## src/rtl/pe_array_feeder_pkg.sv

```systemverilog
// Shared encodings and sizing for the PE-array feeder: operand/psum widths,
// precision field codes, controller states and the default array result latency.
package pe_array_feeder_pkg;

    localparam int PE_ROW      = 16;
    localparam int BITS_ACT    = 4;
    localparam int BITS_WEIGHT = 4;
    localparam int N_BIAS      = 16;
    localparam int BITS_PSUM   = 24;
    localparam int RES_LAT_DEF = 3;

    typedef enum logic [1:0] {
        PREC_1B  = 2'b00,
        PREC_2B  = 2'b01,
        PREC_4B  = 2'b10,
        PREC_BAD = 2'b11
    } prec_e;

    typedef enum logic [1:0] {
        ST_IDLE,
        ST_FETCH,
        ST_DRAIN,
        ST_RESULT
    } state_e;

    // Either half of {act, wgt} carrying the reserved code makes the job unusable.
    function automatic logic prec_illegal(input logic [3:0] prec);
        return (prec[3:2] == PREC_BAD) || (prec[1:0] == PREC_BAD);
    endfunction

endpackage

```

## src/rtl/pe_feeder_addr_gen.sv

```systemverilog
// Operand address generator: walks base..base+len-1 with address wrap and
// reports the first and last step of the walk.
module pe_feeder_addr_gen
    import pe_array_feeder_pkg::*;
#(
    parameter int ADDR_W = 10,
    parameter int LEN_W  = 10
) (
    input  logic              clk,
    input  logic              rst_n,
    input  logic              load_i,
    input  logic              adv_i,
    input  logic [ADDR_W-1:0] base_i,
    input  logic [LEN_W-1:0]  len_i,
    output logic [ADDR_W-1:0] addr_o,
    output logic              first_o,
    output logic              last_o
);

    localparam logic [LEN_W-1:0]  STEP_ONE = LEN_W'(1);
    localparam logic [ADDR_W-1:0] ADDR_ONE = ADDR_W'(1);

    logic [ADDR_W-1:0] addr_q, addr_d;
    logic [LEN_W-1:0]  step_q, step_d;
    logic [LEN_W-1:0]  len_q,  len_d;

    // The step counter stops at len-1, so len = 2^LEN_W-1 never overflows it.
    always_comb begin
        addr_d = addr_q;
        step_d = step_q;
        len_d  = len_q;
        if (load_i) begin
            addr_d = base_i;
            step_d = '0;
            len_d  = len_i;
        end else if (adv_i && !last_o) begin
            addr_d = addr_q + ADDR_ONE;
            step_d = step_q + STEP_ONE;
        end
    end

    always_ff @(posedge clk or negedge rst_n) begin
        if (!rst_n) begin
            addr_q <= '0;
            step_q <= '0;
            len_q  <= '0;
        end else begin
            addr_q <= addr_d;
            step_q <= step_d;
            len_q  <= len_d;
        end
    end

    assign addr_o  = addr_q;
    assign first_o = (step_q == '0);
    assign last_o  = (step_q == len_q - STEP_ONE);

endmodule

```

## src/rtl/pe_array_feeder.sv

```systemverilog
// Job-level initiator for the PE array: fetches operands for one command,
// waits out the array pipeline and returns the finished PSUM on a valid/ready port.
module pe_array_feeder
    import pe_array_feeder_pkg::*;
#(
    parameter int ACT_W   = BITS_ACT * PE_ROW,
    parameter int WGT_W   = BITS_WEIGHT * PE_ROW,
    parameter int ADDR_W  = 10,
    parameter int LEN_W   = 10,
    parameter int RES_LAT = RES_LAT_DEF
) (
    input  logic                 CLK,
    input  logic                 RST,
    input  logic                 cmd_valid,
    output logic                 cmd_ready,
    input  logic [ADDR_W-1:0]    cmd_base_addr,
    input  logic [LEN_W-1:0]     cmd_len,
    input  logic [3:0]           cmd_precision,
    input  logic [N_BIAS-1:0]    cmd_bias,
    output logic                 mem_rd_en,
    output logic [ADDR_W-1:0]    mem_rd_addr,
    input  logic [ACT_W-1:0]     mem_rd_act,
    input  logic [WGT_W-1:0]     mem_rd_wgt,
    output logic [ACT_W-1:0]     pe_act,
    output logic [WGT_W-1:0]     pe_weight,
    output logic [3:0]           pe_precision,
    output logic [N_BIAS-1:0]    pe_bias,
    output logic                 pe_sel_bias,
    output logic                 pe_flush,
    output logic                 pe_core_vld,
    input  logic [BITS_PSUM-1:0] pe_psum,
    output logic                 res_valid,
    input  logic                 res_ready,
    output logic [BITS_PSUM-1:0] res_data,
    output logic                 res_err
);

    localparam int CNT_W = $clog2(RES_LAT + 1);
    localparam logic [CNT_W-1:0] DRAIN_LAST = CNT_W'(RES_LAT);
    localparam logic [CNT_W-1:0] CNT_ONE    = CNT_W'(1);

    state_e               state_q;
    logic [3:0]           prec_q;
    logic [N_BIAS-1:0]    bias_q;
    logic                 rd_en_q;
    logic                 core_vld_q;
    logic                 sel_bias_q;
    logic                 flush_q;
    logic                 cmd_ready_q;
    logic                 res_valid_q;
    logic [BITS_PSUM-1:0] res_data_q;
    logic                 res_err_q;
    logic [CNT_W-1:0]     drain_q;

    logic cmd_bad;
    logic load_job;
    logic step_first;
    logic step_last;

    assign cmd_bad  = (cmd_len == '0) || prec_illegal(cmd_precision);
    assign load_job = (state_q == ST_IDLE) && cmd_valid && !cmd_bad;

    pe_feeder_addr_gen #(
        .ADDR_W (ADDR_W),
        .LEN_W  (LEN_W)
    ) u_addr_gen (
        .clk     (CLK),
        .rst_n   (RST),
        .load_i  (load_job),
        .adv_i   (state_q == ST_FETCH),
        .base_i  (cmd_base_addr),
        .len_i   (cmd_len),
        .addr_o  (mem_rd_addr),
        .first_o (step_first),
        .last_o  (step_last)
    );

    always_ff @(posedge CLK or negedge RST) begin
        if (!RST) begin
            state_q     <= ST_IDLE;
            prec_q      <= '0;
            bias_q      <= '0;
            rd_en_q     <= 1'b0;
            core_vld_q  <= 1'b0;
            sel_bias_q  <= 1'b0;
            flush_q     <= 1'b1;
            cmd_ready_q <= 1'b1;
            res_valid_q <= 1'b0;
            res_data_q  <= '0;
            res_err_q   <= 1'b0;
            drain_q     <= '0;
        end else begin
            // SRAM data returns one cycle after the strobe; the array sees it together with core_vld.
            core_vld_q <= rd_en_q;
            sel_bias_q <= rd_en_q && step_first;
            unique case (state_q)
                ST_IDLE: begin
                    if (cmd_valid) begin
                        cmd_ready_q <= 1'b0;
                        if (cmd_bad) begin
                            res_err_q   <= 1'b1;
                            res_data_q  <= '0;
                            res_valid_q <= 1'b0;
                            state_q     <= ST_RESULT;
                        end else begin
                            prec_q  <= cmd_precision;
                            bias_q  <= cmd_bias;
                            rd_en_q <= 1'b1;
                            flush_q <= 1'b0;
                            state_q <= ST_FETCH;
                        end
                    end
                end
                ST_FETCH: begin
                    if (step_last) begin
                        rd_en_q <= 1'b0;
                        drain_q <= '0;
                        state_q <= ST_DRAIN;
                    end
                end
                ST_DRAIN: begin
                    if (drain_q == DRAIN_LAST) begin
                        res_data_q  <= pe_psum;
                        res_err_q   <= 1'b0;
                        res_valid_q <= 1'b1;
                        flush_q     <= 1'b1;
                        state_q     <= ST_RESULT;
                    end else begin
                        drain_q <= drain_q + CNT_ONE;
                    end
                end
                ST_RESULT: begin
                    // An error result spends one cycle here before being offered.
                    if (!res_valid_q) begin
                        res_valid_q <= 1'b1;
                    end else if (res_ready) begin
                        res_valid_q <= 1'b0;
                        cmd_ready_q <= 1'b1;
                        state_q     <= ST_IDLE;
                    end
                end
                default: state_q <= ST_IDLE;
            endcase
        end
    end

    assign cmd_ready    = cmd_ready_q;
    assign mem_rd_en    = rd_en_q;
    assign pe_act       = mem_rd_act;
    assign pe_weight    = mem_rd_wgt;
    assign pe_precision = prec_q;
    assign pe_bias      = bias_q;
    assign pe_sel_bias  = sel_bias_q;
    assign pe_flush     = flush_q;
    assign pe_core_vld  = core_vld_q;
    assign res_valid    = res_valid_q;
    assign res_data     = res_data_q;
    assign res_err      = res_err_q;

endmodule

```

## config.mk

```make
export PLATFORM = sky130hd
export DESIGN_NAME = pe_array_feeder
export DESIGN_NICKNAME = d
export VERILOG_FILES = /design/src/rtl/pe_array_feeder_pkg.sv /design/src/rtl/pe_feeder_addr_gen.sv /design/src/rtl/pe_array_feeder.sv
export SDC_FILE = /design/constraint.sdc
export NUM_CORES = 1
export LEC_CHECK = 0
export BUFFER_PORTS_ARGS = -buffer_cell sky130_fd_sc_hd__buf_2
export CAP_MARGIN = 20
export CORE_AREA = 2 2 151 153
export CTS_CLUSTER_SIZE = 10
export DETAILED_ROUTE_END_ITERATION = 7
export DIE_AREA = 0 0 153 155
export PLACE_DENSITY = 0.53
export SETUP_SLACK_MARGIN = 0.4
export SLEW_MARGIN = 20
export SYNTH_ARGS = -nofsm -noshare
export SYNTH_HDL_FRONTEND = slang
export SYNTH_SLANG_ARGS = --single-unit
```

## constraint.sdc

```tcl
create_clock -name CLK -period 2.55 [get_ports CLK]
set_input_delay 0.1275 -clock CLK [delete_from_list [all_inputs] [get_ports CLK]]
set_output_delay 0.1275 -clock CLK [all_outputs]
set_load 0.05 [all_outputs]
```

==> flow_metrics.tcl, run 1 <==
set metrics [dict create \
    maxCapViolCount 0 \
    cts_root_buf "clkbuf_16" \
    max_freq_mhz 397 \
    synth_seq_cells 85 \
    avgSynthCellArea_um2 9.04 \
    insertion_delay_ns 0.35 \
    finalCritPeriodShare_pct 98.8 \
    switchingPower_w 0.00424 \
    die_y_um 155 \
    cp-start-kind "flip-flop" \
    fillers 2328 \
    dieArea_mm2 0.0237 \
    p_leak_nw 3.03 \
    slowest_delay_ns 0.42 \
    wl_per_cell_um 14.7 \
    slew_headroom_pct 59.0 \
    reg2reg_depth 10 \
    crit_path_top_delay_cell "or4_4" \
    ir_worst_vdd_v 0.000378 \
    core_mm2 0.0222 \
    ys.flop_type "dfrtp_1" \
    gp_congestion 0.808 \
    power_density_mw_per_mm2 1360 \
    floorplan.initialDensity_pct 22.6 \
    layout.nets 839 \
    drive_gt1_share_pct 34.9 \
    ys_types 44 \
    synth_edf_count 0 \
    critPathKind "flip-flop to flip-flop" \
    tritoncts "built" \
    multi_input_area_mm2 0.00203 \
    hpwl_um 9080 \
    grt_max_degree 61 \
    vias 3963 \
    setup-violations-final 0 \
    cp_common_cell "buf_4" \
    synth.yosys.seq_area_share_pct 42.4 \
    syn_inst 556 \
    grt_pass1_vias 4025 \
    fin_area_mm2 0.00636 \
    grt_pass1_wl_um 21200 \
    synth.area.top_cells "dfrtp_1 41%, buf_4 19%, nand2_1 9.1%" \
    comb_power_share_pct 56.5 \
    run_status "finished clean" \
    viasPerCell 4.29 \
    htreeDepth 3 \
    finalClockSkew_ns 0.00859 \
    path_buf_inv 3 \
    worst-path-stages 10 \
    hold_violations 0 \
    worstPathArrival_ns 2.75 \
    finalMaxSlewViolations 0 \
    cts_buffers 9 \
    postSynthNetCount 761 \
    async_flop_share_pct 100 \
    seqCellArea_mm2 0.00213 \
    swShare_pct 48.9 \
    final_common_cell "buf_2" \
    first_pass_iters 5 \
    yosysWarningCount 0 \
    portBuffers 128 \
    syn_to_final_growth_pct 26.5 \
    antenna_found_initial 0 \
    hold_depth 3 \
    tns_ns 0 \
    dpl-instance-area_mm2 0.00523 \
    drt_wl_total_um 13600 \
    cp_top_family "simple AND/OR/NAND/NOR gates" \
    die_x_um 153 \
    synthesis.area_mm2 0.00502 \
    rows 55 \
    drtIter0Drc 143 \
    drc 0 \
    num_antenna_cells 0 \
    cp.required_ns 2.78 \
    pwr-share-seq_pct 27.8 \
    clkTransAtPathRegs_ns 0.07 \
    p_int_w 0.00444 \
    global_route.usage.total_pct 11.2 \
    min_path_type "input pin to flip-flop" \
    path_cells "or3_4, or4_4, o311a_4, a2111oi_4, buf_4, buf_6, buf_4, a21oi_4, xnor2_1, o21ai_1" \
    r2r_slack_ns 0.03 \
    clockPowerShare_pct 15.7 \
    final_cell_mix "127 x buf_2, 121 x nand2_1, 83 x dfrtp_1, 50 x dlygate4sd3_1, 29 x buf_4" \
    post-route-min-period_ns 2.52 \
    tightest_slew_ns 0.615 \
    critPathCaptureType "flip-flop" \
    cts_max_path_buffers 2 \
    worstPathMaxFanout 6 \
    pin_count 385 \
    cts_sinks 85 \
    rsz0062_at_grt "true" \
    grt_overflow 0 \
    postRouteAntennaNets 0 \
    synth_top_area_share_pct 41.3 \
    synth_area_leader_cell "dfrtp_1" \
]
-- power groups by stage --
stage	registers, W	clock network [W]	logic [W]
after floorplan	0.00380	0	0.00235
after CTS	0.00240	0.00142	0.00464
after global routing	0.00250	0.00147	0.00527
after detailed placement	0.00241	0	0.00445
final	0.00241	0.00136	0.00490
after global placement	0.00241	0	0.00441
-- flip-flops by register name (all words and copies together) (netlist names), 2 cells and up --
name	cells
drain_q	2
pe_bias	16
pe_precision	4
res_data	24
state_q	2
u_addr_gen.addr_o	10
u_addr_gen.len_q	10
u_addr_gen.step_q	10
-- routing by layer --
layer	wire length (µm)	track usage [%]	share of wire, %
met1	5550	12.7	41
met4	636	7.36	4.7
met5	0	0	0
met2	6720	18.7	50
met3	651	2.76	4.8
-- cell families (layout without fill, tap and decap cells) --
logic type	Yosys count	in the layout	synth area share, %
xor+xnor	26	26	4.53
compound gates	86	86	12.4
buf+inv	162	245	21.7
fa+ha+maj	9	9	2.24
flops	85	85	42.4
simple gates	183	183	15.7
mux	5	5	0.996
-- repair_timing --
| action | in CTS | in global routing |
|---|---|---|
| endpoints found under the hold margin | 91 | 0 |
| pin swaps | 10 | 15 |
| gates resized for setup | 18 | 31 |
| gates cloned | 0 | 1 |
| hold buffers | 50 | 0 |
| endpoints found under the setup margin | 25 | 77 |
| buffers inserted | 7 | 4 |
-- synth_stat cells, types with 2 or more instances --
cell type / instances
buf_4: 128
nand2_1: 122
dfrtp_1: 83
a22o_1: 25
nor2_1: 20
clkbuf_1: 19
xnor2_1: 19
a21oi_1: 18
o21ai_0: 17
inv_1: 11
ha_1: 9
xor2_1: 7
and3_1: 6
nand3_1: 6
nor3_1: 6
a211oi_1: 5
a31oi_1: 5
mux2i_1: 5
nand2b_1: 4
nor4_1: 4
a2111oi_0: 3
nand3b_1: 3
or4_1: 3
a221o_1: 2
a41o_1: 2
buf_2: 2
dfstp_2: 2
nand4_1: 2
nor3b_1: 2
or2_2: 2
-- tightest hold or removal path: cells and delay by family --
kind	cells	cell delay (ns)
buffers and inverters	1	0.08
AO/OA/AOI/OAI	1	0.06
AND/OR/NAND/NOR	1	0.04
-- final cells by class --
type | count | area share (%)
clock buffer | 11 | 3.82
clock inverter | 5 | 0.945
inverter | 12 | 0.709
multi-input combinational | 309 | 31.9
sequential | 85 | 33.5
tap | 285 | 5.61
timing repair buffer | 217 | 23.5
-- path summary, 6_finish.rpt --
path / endpoint / startpoint
min: u_addr_gen.addr_o[3] / cmd_base_addr[3]
min reg2reg: pe_bias[7] / pe_bias[7]
max reg2reg: u_addr_gen.addr_o[8] / u_addr_gen.len_q[4]
max: u_addr_gen.addr_o[8] / u_addr_gen.len_q[4]
min in group asynchronous: res_data[1] / RST
max in group asynchronous: pe_bias[5] / RST
-- stage by stage --
stage	hold WS, ns	total power, W	setup WS, ns	utilization [%]	std cells
2_1_floorplan	-0.168	0.00614	0.138	-	556
3_3_place_gp	0.199	0.00682	0.00817	23.5	846
3_5_place_dp	0.204	0.00686	-0.0330	23.5	846
4_1_cts	0.00190	0.00845	0.0637	27.7	919
5_1_grt	0.00254	0.00924	-0.0910	28.6	924
6_report	0.00286	0.00868	0.0311	28.6	924
No activity file was read; power rests on OpenSTA's default activity.
==> run 2, diff against run 1 <==
--- a/config.mk
+++ b/config.mk
@@ -11,6 +11,7 @@
 export CTS_CLUSTER_SIZE = 10
 export DETAILED_ROUTE_END_ITERATION = 7
 export DIE_AREA = 0 0 153 155
+export MAX_ROUTING_LAYER = met4
 export PLACE_DENSITY = 0.53
 export SETUP_SLACK_MARGIN = 0.4
 export SLEW_MARGIN = 20
==> flow_metrics.tcl, run 2 (same netlist as run 1, synthesis figures left out) <==
set metrics [dict create \
    run_status "finished clean" \
    gp_congestion 0.819 \
    cts_buffers 9 \
    syn_to_final_growth_pct 26.5 \
    dpl-instance-area_mm2 0.00523 \
    global_route.usage.total_pct 11.5 \
    hold_violations 0 \
    final_cell_mix "127 x buf_2, 121 x nand2_1, 83 x dfrtp_1, 50 x dlygate4sd3_1, 29 x buf_4" \
    min_path_type "input pin to flip-flop" \
    post-route-min-period_ns 2.53 \
    reg2reg_depth 10 \
    viasPerCell 4.30 \
    num_antenna_cells 0 \
    critPathKind "flip-flop to flip-flop" \
    first_pass_iters 4 \
    max_freq_mhz 396 \
    final_util_pct 28.6 \
    insertion_delay_ns 0.35 \
    fin_ws_ns 0.0241 \
    grt_pass1_wl_um 21200 \
    wl_per_cell_um 14.7 \
    drive_gt1_share_pct 34.9 \
    layout.nets 839 \
    finalClockSkew_ns 0.00800 \
    slew_headroom_pct 59.3 \
    dieArea_mm2 0.0237 \
    rsz0062_at_grt "true" \
    htreeDepth 3 \
    clkTransAtPathRegs_ns 0.07 \
    pin_count 385 \
    drt_wl_total_um 13500 \
    core_mm2 0.0222 \
    die_x_um 153 \
    rows 55 \
    cp.required_ns 2.78 \
    floorplan.initialDensity_pct 22.6 \
    worstPathArrival_ns 2.75 \
    final_common_cell "buf_2" \
    maxCapViolCount 0 \
    power_density_mw_per_mm2 1360 \
    vias 3969 \
    grt_overflow 0 \
    finalCritPeriodShare_pct 99.1 \
    postRouteAntennaNets 0 \
    cp-start-kind "flip-flop" \
    cts_max_path_buffers 2 \
    die_y_um 155 \
    finalMaxSlewViolations 0 \
    worstPathMaxFanout 6 \
    tns_ns 0 \
    ir_worst_vdd_v 0.000377 \
    tritoncts "built" \
    tightest_slew_ns 0.610 \
    largest_reg_flops 24 \
    fin_area_mm2 0.00636 \
    dp_worst_setup_slack_ns -0.0330 \
    grt_pass1_vias 4020 \
    portBuffers 128 \
    worst_hold_slack_ns 0.00257 \
    drc 0 \
    setup-violations-final 0 \
    cts_sinks 85 \
    critPathCaptureType "flip-flop" \
    grt_max_degree 61 \
    hold_depth 3 \
    drtIter0Drc 153 \
    hpwl_um 9080 \
    antenna_found_initial 0 \
    cts_root_buf "clkbuf_16" \
    p_leak_nw 3.03 \
]
-- run 2: layout make-up --
class	count	area [µm²]
Fill cell	2328	15900
Clock inverter	5	60.1
Sequential cell	85	2130
Timing Repair Buffer	217	1500
Multi-Input combinational cell	309	2030
Tap cell	285	357
Inverter	12	45.0
Clock buffer	11	243
-- run 2: final timing paths --
check                      slack (ns)              endpoint                start
setup / recovery                 0.02  u_addr_gen.addr_o[8]  u_addr_gen.len_q[4]
hold / removal                  0.003  u_addr_gen.addr_o[3]     cmd_base_addr[3]
setup reg to reg                 0.02  u_addr_gen.addr_o[8]  u_addr_gen.len_q[4]
hold reg to reg                  0.47            pe_bias[7]           pe_bias[7]
max in group asynchronous        1.54            pe_bias[5]                  RST
min in group asynchronous        0.34           res_data[1]                  RST
-- run 2: stage by stage --
stage,total power (W),std cells
final,0.00867,924
after global routing,0.00924,924
after CTS,0.00845,919
after detailed placement,0.00686,846
after global placement,0.00682,846
after floorplan,0.00614,556
-- run 2: repair_timing --
action,4_1_cts,5_1_grt
gates cloned,0,1
hold endpoints to repair,91,0
resized for setup,18,31
setup endpoints to repair,25,77
pin swaps,10,15
hold buffers,50,0
setup buffers,7,4
-- run 2: layer usage --
layer | routed length (µm) | track usage (%) | vias up
met5 | 0 | - | -
met4 | 623 | 7.36 | 0
met3 | 630 | 2.67 | 53
met2 | 6730 | 18.7 | 116
met1 | 5550 | 12.8 | 1921
li1 | - | - | 1879
-- run 2: critical path: stages, from the launching register on --
cell,delay (ns)
dfrtp_1,0.38
or3_4,0.40
or4_4,0.43
o311a_4,0.14
a2111oi_4,0.33
buf_4,0.19
buf_6,0.13
buf_4,0.12
a21oi_4,0.05
xnor2_1,0.17
o21ai_1,0.07
-- run 2: power breakdown --
part | switching [W] | internal (W)
sequential | 0.000471 | 0.00194
combinational | 0.00319 | 0.00171
clock | 0.000570 | 0.000789
total | 0.00423 | 0.00444
==> run 3, diff against run 2 <==
--- a/config.mk
+++ b/config.mk
@@ -12,7 +12,7 @@
 export DETAILED_ROUTE_END_ITERATION = 7
 export DIE_AREA = 0 0 153 155
 export MAX_ROUTING_LAYER = met4
-export PLACE_DENSITY = 0.53
+export PLACE_DENSITY = 0.55
 export SETUP_SLACK_MARGIN = 0.4
 export SLEW_MARGIN = 20
 export SYNTH_ARGS = -nofsm -noshare
==> flow_metrics.tcl, run 3 (same netlist as run 1, synthesis figures left out) <==
set metrics [dict create \
    num_antenna_cells 0 \
    rows 55 \
    grt_max_degree 52 \
    critPathKind "flip-flop to flip-flop" \
    global_route.usage.total_pct 11.6 \
    grt_pass1_vias 4001 \
    post-route-min-period_ns 2.48 \
    postRouteAntennaNets 0 \
    holdPathEnd "res_data[16]" \
    r2r_slack_ns 0.07 \
    max_freq_mhz 403 \
    cts_sinks 85 \
    rsz0062_at_grt "true" \
    tightest_slew_ns 0.734 \
    cp-start-kind "flip-flop" \
    fillers 2361 \
    p_total_w 0.00869 \
    finalMaxSlewViolations 0 \
    hold_depth 2 \
    layout.nets 838 \
    first_pass_iters 4 \
    drtIter0Drc 208 \
    setup-violations-final 0 \
    hpwl_um 8820 \
    finalCritPeriodShare_pct 97.2 \
    ir_worst_vdd_v 0.000655 \
    final_cell_mix "128 x buf_2, 121 x nand2_1, 83 x dfrtp_1, 55 x dlygate4sd3_1, 25 x a22o_1" \
    p_leak_nw 3.02 \
    core_mm2 0.0222 \
    die_y_um 155 \
    drt_wl_total_um 13100 \
    reg2reg_depth 9 \
    clkTransAtPathRegs_ns 0.07 \
    die_x_um 153 \
    pin_count 385 \
    insertion_delay_ns 0.34 \
    path_cells "or3_4, or4_1, o311a_1, a2111oi_4, buf_4, buf_6, nand2_2, mux2i_1, a211oi_2" \
    htreeDepth 3 \
    critPathCaptureType "flip-flop" \
    vias 3926 \
    crit_path_top_delay_cell "or4_1" \
    floorplan.initialDensity_pct 22.6 \
    dieArea_mm2 0.0237 \
    tritoncts "built" \
    syn_to_final_growth_pct 26.6 \
    drive_gt1_share_pct 33.7 \
    cts_max_path_buffers 2 \
    hold_violations 0 \
    cp.required_ns 2.81 \
    worstPathMaxFanout 4 \
    antenna_found_initial 0 \
    largest_reg_flops 24 \
    slowest_delay_ns 0.41 \
    worstPathArrival_ns 2.74 \
    finalClockSkew_ns 0.00961 \
    final_common_cell "buf_2" \
    cts_buffers 9 \
    viasPerCell 4.25 \
    min_path_type "input pin to flip-flop" \
    rr_endpoint "drain_q[0]" \
    r2r-start "u_addr_gen.len_q[4]" \
    cts_root_buf "clkbuf_16" \
    worst_hold_slack_ns 0.0140 \
    grt_overflow 0 \
    power_density_mw_per_mm2 1370 \
    drc 0 \
    wl_per_cell_um 14.2 \
    gp_congestion 0.836 \
    portBuffers 128 \
    slew_headroom_pct 50.7 \
    grt_pass1_wl_um 21500 \
    run_status "finished clean" \
    min-delay-start "pe_psum[16]" \
    maxCapViolCount 0 \
]
==> run 3: changes by cell type in the layout (fill, tap and decap cells not counted), sizes merged <==
cell         previous run  this run
buf                   167       161
dlygate4sd3            50        55
clkinv                  4         2
clkbuf                 11        12
inv                    11        12
==> run 3: worst max-delay path by stage <==
stage / start / to / slack [ns] / depth (start not counted)
floorplan: u_addr_gen.len_q[0] / state_q[1] / 0.14 / 9
global placement: u_addr_gen.len_q[1] / drain_q[0] / 0.02 / 10
detailed placement: u_addr_gen.len_q[1] / drain_q[0] / -0.03 / 10
CTS: u_addr_gen.len_q[4] / state_q[1] / 0.06 / 8
global route: u_addr_gen.len_q[4] / u_addr_gen.addr_o[4] / -0.07 / 10
finish: u_addr_gen.len_q[4] / drain_q[0] / 0.07 / 9
==> run 3: where the power goes <==
part           internal (W)  total, W  switching, W
clock network      0.000794   0.00138      0.000585
registers           0.00194   0.00242      0.000482
logic               0.00172   0.00489       0.00317
==> run 3: area by class of cell <==
cell class,count,area (µm²),share of cell area (%)
clock buffers,12,246,3.88
flip-flops and latches,85,2130,33.5
well taps,285,357,5.61
repair buffers,216,1520,23.8
inverters,12,45.0,0.709
multi-input cells,309,2010,31.6
clock inverters,4,55.1,0.866
==> run 3: repair_timing <==
action	4_1_cts	5_1_grt
gates cloned	1	0
buffers inserted	7	3
endpoints found under the hold margin	102	0
hold buffers	55	0
resized for setup	22	22
pin swaps	11	10
endpoints found under the setup margin	25	77
==> run 3: critical path, delay by kind of cell, from the launching register on <==
family,cells,cell delay [ns]
simple gates,3,0.88
compound gates,3,0.66
flops,1,0.38
buf+inv,2,0.33
mux,1,0.14
==> run 3: metal layers <==
metal | global-route usage, % | routed length [µm] | share of wire [%] | up-vias
met3 | 3.20 | 742 | 5.7 | 54
li1 | - | - | - | 1882
met2 | 16.0 | 5720 | 44 | 117
met4 | 5.34 | 412 | 3.2 | 0
met5 | - | 0 | 0 | -
met1 | 15.6 | 6200 | 47 | 1873
==> run 3: metrics by stage <==
stage                     instance area, µm²  setup TNS, ns  util [%]  std cells  worst slack (ns)
final                                   6360              0      28.6        923            0.0707
after global routing                    6360         -0.296      28.6        923           -0.0701
after CTS                               6220              0      28.0        920            0.0580
after detailed placement                5210        -0.0299      23.5        841           -0.0299
after global placement                  5210              0      23.5        841            0.0166
after floorplan                         5050              0         -        556             0.138
